--- config.mk ---
export PLATFORM = sky130hd
export DESIGN_NAME = sse_pair_feeder
export DESIGN_NICKNAME = d
export VERILOG_FILES = /design/src/rtl/sse_pkg.sv /design/src/rtl/sse_pair_fifo.sv /design/src/rtl/sse_pair_feeder.sv
export SDC_FILE = /design/constraint.sdc
export NUM_CORES = 1
export LEC_CHECK = 0
export CAP_MARGIN = 20
export CORE_ASPECT_RATIO = 0.7
export CORE_UTILIZATION = 35
export CTS_CLUSTER_DIAMETER = 200
export DETAILED_ROUTE_END_ITERATION = 12
export GPL_TIMING_DRIVEN = 1
export HOLD_SLACK_MARGIN = 0.08
export PLACE_DENSITY = 0.58
export SYNTH_ARGS = -nofsm -noshare
export SYNTH_HDL_FRONTEND = slang
export SYNTH_SLANG_ARGS = --single-unit
export TNS_END_PERCENT = 50
--- constraint.sdc ---
create_clock -name clk -period 8.5 [get_ports clk]
set_input_delay 1.7 -clock clk [delete_from_list [all_inputs] [get_ports clk]]
set_output_delay 1.7 -clock clk [all_outputs]
set_load 0.02 [all_outputs]
--- src/rtl/sse_pkg.sv ---
// rtl/sse_pkg.sv - shared types for the SSE pair feeder
package sse_pkg;

  typedef logic [31:0] fp32_t;

  typedef struct packed {
    logic  last;
    fp32_t a;
    fp32_t b;
  } sse_pair_t;

  typedef enum logic [1:0] {
    IDLE = 2'd0,
    RUN  = 2'd1,
    LAST = 2'd2
  } feeder_state_t;

endpackage

--- src/rtl/sse_pair_fifo.sv ---
// rtl/sse_pair_fifo.sv - synchronous FIFO of sse_pair_t with show-ahead read data
module sse_pair_fifo
  import sse_pkg::*;
#(
  parameter int DEPTH = 16
) (
  input  logic                   clk,
  input  logic                   rst,
  input  logic                   push,
  input  sse_pair_t              wr_data,
  input  logic                   pop,
  output sse_pair_t              rd_data,
  output logic                   full,
  output logic                   empty,
  output logic [$clog2(DEPTH):0] count
);

  localparam int AW = $clog2(DEPTH);

  sse_pair_t       mem [DEPTH];
  logic [AW-1:0]   wr_ptr;
  logic [AW-1:0]   rd_ptr;
  logic            do_push;
  logic            do_pop;

  assign full    = (count == (AW+1)'(DEPTH));
  assign empty   = (count == '0);
  assign do_push = push & ~full;
  assign do_pop  = pop & ~empty;
  assign rd_data = mem[rd_ptr];

  // Storage carries no reset; only pointers and count define validity.
  always_ff @(posedge clk) begin
    if (do_push) mem[wr_ptr] <= wr_data;
  end

  always_ff @(posedge clk) begin
    if (rst) begin
      wr_ptr <= '0;
      rd_ptr <= '0;
      count  <= '0;
    end else begin
      if (do_push) wr_ptr <= wr_ptr + 1'b1;
      if (do_pop)  rd_ptr <= rd_ptr + 1'b1;
      case ({do_push, do_pop})
        2'b10:   count <= count + 1'b1;
        2'b01:   count <= count - 1'b1;
        default: count <= count;
      endcase
    end
  end

endmodule

--- src/rtl/sse_pair_feeder.sv ---
// rtl/sse_pair_feeder.sv - buffers (a,b) pairs and presents them to the SSE unit on next-strobe edges
// Optional SSE_FEEDER_PAIRCNT_EN adds a saturating per-stream pair_count output.
module sse_pair_feeder
  import sse_pkg::*;
#(
  parameter int DEPTH = 16
) (
  input  logic        clk,
  input  logic        rst,
  input  logic        wr_valid,
  output logic        wr_ready,
  input  logic [31:0] wr_a,
  input  logic [31:0] wr_b,
  input  logic        wr_last,
  input  logic        next,
  input  logic        sse_ready,
  input  logic [31:0] sse_y,
  output logic [31:0] A,
  output logic [31:0] B,
  output logic        stop,
  output logic        res_valid,
  output logic [31:0] res_y,
`ifdef SSE_FEEDER_PAIRCNT_EN
  output logic [15:0] pair_count,
`endif
  output logic        underrun
);

  localparam int CW = $clog2(DEPTH) + 1;

  feeder_state_t   state, state_d;
  sse_pair_t       head;
  sse_pair_t       wr_pair;
  logic            fifo_full;
  logic            fifo_empty;
  logic [CW-1:0]   fifo_count;
  logic            next_q;
  logic            adv;
  logic            pop;
  logic            prime;
  logic            set_underrun;
  logic            capture;

  assign wr_pair  = '{last: wr_last, a: wr_a, b: wr_b};
  assign wr_ready = (fifo_count < CW'(DEPTH));
  assign adv      = next & ~next_q;

  sse_pair_fifo #(.DEPTH(DEPTH)) u_fifo (
    .clk     (clk),
    .rst     (rst),
    .push    (wr_valid & ~fifo_full),
    .wr_data (wr_pair),
    .pop     (pop),
    .rd_data (head),
    .full    (fifo_full),
    .empty   (fifo_empty),
    .count   (fifo_count)
  );

  always_comb begin
    state_d      = state;
    pop          = 1'b0;
    prime        = 1'b0;
    set_underrun = 1'b0;
    capture      = 1'b0;
    case (state)
      // First pair of a stream is loaded without waiting for a strobe.
      IDLE: begin
        if (!fifo_empty) begin
          pop     = 1'b1;
          prime   = 1'b1;
          state_d = head.last ? LAST : RUN;
        end
      end
      RUN: begin
        if (adv) begin
          if (!fifo_empty) begin
            pop = 1'b1;
            if (head.last) state_d = LAST;
          end else begin
            set_underrun = 1'b1;
          end
        end
      end
      LAST: begin
        if (sse_ready) begin
          capture = 1'b1;
          state_d = IDLE;
        end
      end
      default: state_d = IDLE;
    endcase
  end

  always_ff @(posedge clk) begin
    if (rst) begin
      state     <= IDLE;
      next_q    <= 1'b0;
      A         <= '0;
      B         <= '0;
      stop      <= 1'b0;
      res_valid <= 1'b0;
      res_y     <= '0;
      underrun  <= 1'b0;
    end else begin
      state     <= state_d;
      next_q    <= next;
      res_valid <= capture;
      if (pop) begin
        A    <= head.a;
        B    <= head.b;
        stop <= head.last;
      end
      if (capture) begin
        res_y <= sse_y;
        stop  <= 1'b0;
      end
      if (set_underrun) underrun <= 1'b1;
    end
  end

`ifdef SSE_FEEDER_PAIRCNT_EN
  // The priming pop starts a new stream, so the count restarts at one.
  always_ff @(posedge clk) begin
    if (rst) begin
      pair_count <= '0;
    end else if (prime) begin
      pair_count <= 16'd1;
    end else if (pop && pair_count != 16'hFFFF) begin
      pair_count <= pair_count + 16'd1;
    end
  end
`endif

endmodule
## Yosys cells after proc, flatten, opt, wreduce, memory -nomap -nowiden

Memories as Yosys holds them, arrays and structs flattened. A register that Yosys moved wholly into a read port is not among the register bits.
Index checks and enable logic that the tools add are counted.

- Bitwise logic cells: 7
- $lt $le $gt $ge: 1
- Multiplexer cells: 20
- Eq/ne operators: 10
- Add/sub/neg operators: 4
- Reduce and logical (&&, ||, !) cells: 5

Operators by type and width:

| cell | count |
|---|---|
| 2-to-1 mux 2 bit | 6 |
| != test 2 bit, second input constant | 5 |
| case mux 5 bit (2 select lines) | 1 |
| 2-to-1 mux 1 bit | 9 |
| adder 4 x 1 -> 4 bit, second input constant | 2 |
| 2-to-1 mux 4 bit | 2 |
| case mux 2 bit (3 select lines) | 1 |
| adder 5 x 1 -> 5 bit, second input constant | 1 |
| == test 5 bit, second input constant | 1 |
| logical NOT 5 bit | 1 |
| < comparator 5 bit, second input constant | 1 |
| AND reduction 5 bit | 1 |
| subtractor 5 x 1 -> 5 bit, second input constant | 1 |
| AND 1 bit | 4 |
| == test 2 x 1 -> 1 bit, second input constant | 2 |
| == test 2 bit, second input constant | 2 |
| NOT 1 bit | 3 |
| logical NOT 2 bit | 1 |
| case mux 1 bit (2 select lines) | 1 |
| nonzero test 2 bit | 1 |
| OR reduction 2 bit | 1 |

- Input port bits: 102
- Memories: 1
- Register bits: 115
- RAM bits: 1,040
- Logic and storage cells: 59

Memories:

| memory | words | bits a word | rd ports | clocked after Yosys merged registers in | wr ports | line | source |
|---|---|---|---|---|---|---|---|
| u_fifo.mem | 16 | 65 | 1 | 1 | 1 | sse_pair_fifo.sv:20 | `sse_pair_t mem [DEPTH];` |

## Logic depth before layout (Yosys ltp)

- Word-level depth: 7
- Depth in mapped cells: 12

## Hierarchy

A second synthesis with hierarchy kept.

- Cells, all modules: 1,939
- Area total of the unflattened synthesis: 43,762.0 sq um

By module, submodules not included:

| module | times used | area an instance (sq um) | cells each |
|---|---|---|---|
| sse_pair_fifo | 1 | 40,037.1 | 1,565 |
| sse_pair_feeder | 1 | 3,724.8 | 374 |

## Worst setup path before layout

No wires, ideal clock.

- Kind: input port to flip-flop
- Start point: in wr_valid
- End point: mem u_fifo.mem[3][0] (netlist bit) (enable)
- Library setup time: 0.568 ns
- Arrival time: 6.640 ns
- Setup slack: 1.292 ns
- Stages: 3
- Path through: a21boi_2 nand2_1 nor3_1

- Cells in the longest elaborated chain, start to end: 4

RTL lines:

| element | line | source |
|---|---|---|
| start, declared | sse_pair_feeder.sv:10 | `input logic wr_valid,` |
| AND 1 bit | sse_pair_feeder.sv:51 | `.push (wr_valid & ~fifo_full),` |
| AND 1 bit | sse_pair_fifo.sv:28 | `assign do_push = push & ~full;` |
| 2-to-1 mux 1 bit | sse_pair_fifo.sv:34 | `if (do_push) mem[wr_ptr] <= wr_data;` |
| 2-to-1 mux 1 bit (implied by the code) | sse_pair_fifo.sv:34 |  |
| end, declared | sse_pair_fifo.sv:20 |  |

Every way passes these cells.

## Worst setup path in the final report

- Start point: in wr_valid
- End point: mem u_fifo.mem[11][23] (netlist bit) (enable)

Same word-level chain as after synthesis.

==> results.toml <==
[global_routing]
grt.overflow.total = 0
grt_pass1_vias = 20800
grt_pass1_wl_mm = 139
grt_max_degree = 100
antenna_found_initial = 3
grt_usage = 0.149

[synthesis]
synth_nets = 2057
synth_top_flop_cell = "edfxtp_1"
synthesis.area_sq_um = 43400
synth.area.top_cells = "edfxtp_1 72%, mux4_2 14%, dfxtp_1 5.5%, mux2_2 1.7%, mux2i_1 1.5%"
synth_edf_count = 1040
yosysWarnings = 0
postSynthAreaPerCell_sq_um = 22.3
synth-seq-cells = 1159
yosysUniqueCellTypes = 51
synth_top_area_share = 0.720
ys_seq_area_frac = 0.775
synth-async-reset-ratio = 0
synth_largest_area_cell = "edfxtp_1"
synth_cells = 1948

[timing]
finalCriticalPeriod_ns = 4.34
hold_viol = 0
setup_tns_ns = 0
tightest_slew_ns = 1.10
finClkSkew_ns = 0.0222
drv_slew = 0
finalSetupViolCount = 0
slew_headroom = 0.263
fmax_mhz = 230
finalCritPeriodShare = 0.511
rsz0062_at_grt = "no"
whs_ns = 0.476

[placement]
hpwl_mm = 53.7
port_buffers = 201
gp_congestion = 0.762

[clock_tree]
clock_sinks = 1159
clk_pin_slew_ns = 0.06
postCtsHoldBufs = 0
root_buffer = "clkbuf_16"
clk_latency_ns = 0.69
cts_buffer_depth = 3
post_cts_buffers = 0
cts_tree = "built"
cts.htree.levels = 3
cts_resized = 0
cts_buffers = 105

[critical_path]
reg2regPathDepth = 5
r2r_end = "u_fifo.mem[11][23]"
arrival_ns = 4.65
startpoint_type = "primary input"
cp.required_ns = 8.81
crit_type = "primary input to flip-flop"
endpoint_kind = "flip-flop"
ff2ff_setup_slack_ns = 5.00
crit_fanout = 38
reg2reg_from = "u_fifo.count[2]"

[drt]
drtPass1Iterations = 5
drc = 0
drt_wl_total_mm = 93.9
num_vias = 19900
drtIter0Drc = 1932
wl_per_cell_um = 24.0
ant_nets = 0
via_per_inst = 5.10

[power]
p_per_area_nw_per_um2 = 283
ir_drop_mv = 0.216
p_leak_uw = 0.0155

[worst_hold_path]
min-delay-start = "stop"
hold_path_end = "stop"
whs_path_depth = 2
hold_path.class = "flip-flop to flip-flop"

[cells_and_area]
drive_gt1_frac = 0.245
multi_input_area_sq_um = 9240
fillers = 10500
area_growth_pct = 17.5
seq_area_sq_um = 33600
final_nets = 2294
fin_util = 0.417
antenna_cells = 0

[floorplan]
core-area_sq_um = 122000
die_h_um = 296
start_util = 0.355
die-width_um = 423
die-area_sq_um = 125000
io_pins = 202
rows = 107

[job]
max-cap-violations = 0

[status]
outcome = "completed"
layer usage:
metal / track usage / wire length, um / part of all wire
met5: 0 / 0 / 0
met4: 0.0281 / 1480 / 0.016
met3: 0.0268 / 3880 / 0.041
met2: 0.245 / 45600 / 0.49
met1: 0.210 / 42900 / 0.46
placed cells by master (no fill, tap or decap), types with 14 or more instances in the layout:
master	instances
mux2i_1	67
dfxtp_1	116
o21ai_1	60
mux2_2	66
nor2_1	22
a22oi_1	63
buf_4	31
nand2_1	14
mux4_2	260
edfxtp_1	1040
a22o_1	32
clkbuf_1	18
clkinv_1	19
clkdlybuf4s50_1	201
clkbuf_16	105
bufinv_16	17
through the flow:
| stage | total power (uW) | area (sq um) | setup WS [ns] | std cells |
|---|---|---|---|---|
| after floorplan | 8750 | 43400 | 1.29 | 1948 |
| after global placement | 9590 | 47200 | 3.40 | 3709 |
| after detailed placement | 9640 | 47200 | 3.36 | 3710 |
| after CTS | 14600 | 50900 | 4.12 | 3906 |
| after global routing | 15000 | 50900 | 3.96 | 3909 |
| final | 14400 | 50900 | 4.16 | 3909 |
report_power, final:
part | switching, uW | total [uW] | internal, uW | leakage (uW)
combinational | 1370 | 2700 | 1320 | 0.00337
sequential | 248 | 6740 | 6500 | 0.0104
clock | 2060 | 4960 | 2900 | 0.00177
cell usage after synthesis (13+ instances only):
cell and number:
edfxtp_1 1040, mux4_2 260, dfxtp_1 119, buf_1 13, o21ai_1 60, a22o_1 32
buf_2 40, nand2_1 14, mux2_2 66, clkbuf_1 32, a22oi_1 63, mux2i_1 67
buf_6 17, nor2_1 35
worst max path at each step:
stage	startpoint	end	slack, ns	cells after the start
floorplan	wr_valid	u_fifo.mem[3][0]	1.29	3
global placement	wr_valid	u_fifo.mem[8][20]	3.40	5
detailed placement	wr_valid	u_fifo.mem[4][40]	3.36	5
CTS	wr_valid	u_fifo.mem[12][6]	4.12	5
global route	wr_valid	u_fifo.mem[11][17]	3.96	5
finish	wr_valid	u_fifo.mem[11][23]	4.16	5
registers in the layout, indices dropped and copies added (netlist names), 2 cells and up, named ones only:
| register | count |
|---|---|
| u_fifo.mem | 1040 |
| A | 32 |
| B | 32 |
| res_y | 32 |
| u_fifo.count | 5 |
| u_fifo.rd_ptr | 4 |
| u_fifo.wr_ptr | 4 |
| state | 2 |
layout make-up:
type	count	area share
Inverter	6	0.000442
Multi-Input combinational cell	675	0.181
Timing Repair Buffer	238	0.0465
Clock inverter	61	0.0153
Tap cell	1635	0.0402
Sequential cell	1159	0.660
Clock buffer	135	0.0562
critical path: stages:
cell	delay, ns
clkdlybuf4s50_1	0.47
a21boi_2	0.45
nand2_1	0.36
nor2_4	0.87
buf_4	0.76
kinds of logic (layout without fill, tap and decap cells):
kind of cell | Yosys count | count (layout) | synth area share
flops | 1159 | 1159 | 0.775
mux | 393 | 393 | 0.168
compound gates | 182 | 182 | 0.0288
buf+inv | 114 | 440 | 0.0145
simple gates | 85 | 85 | 0.0101
xor+xnor | 8 | 8 | 0.00162
fa+ha+maj | 7 | 7 | 0.00202
No activity file was read; power rests on OpenSTA's default activity.
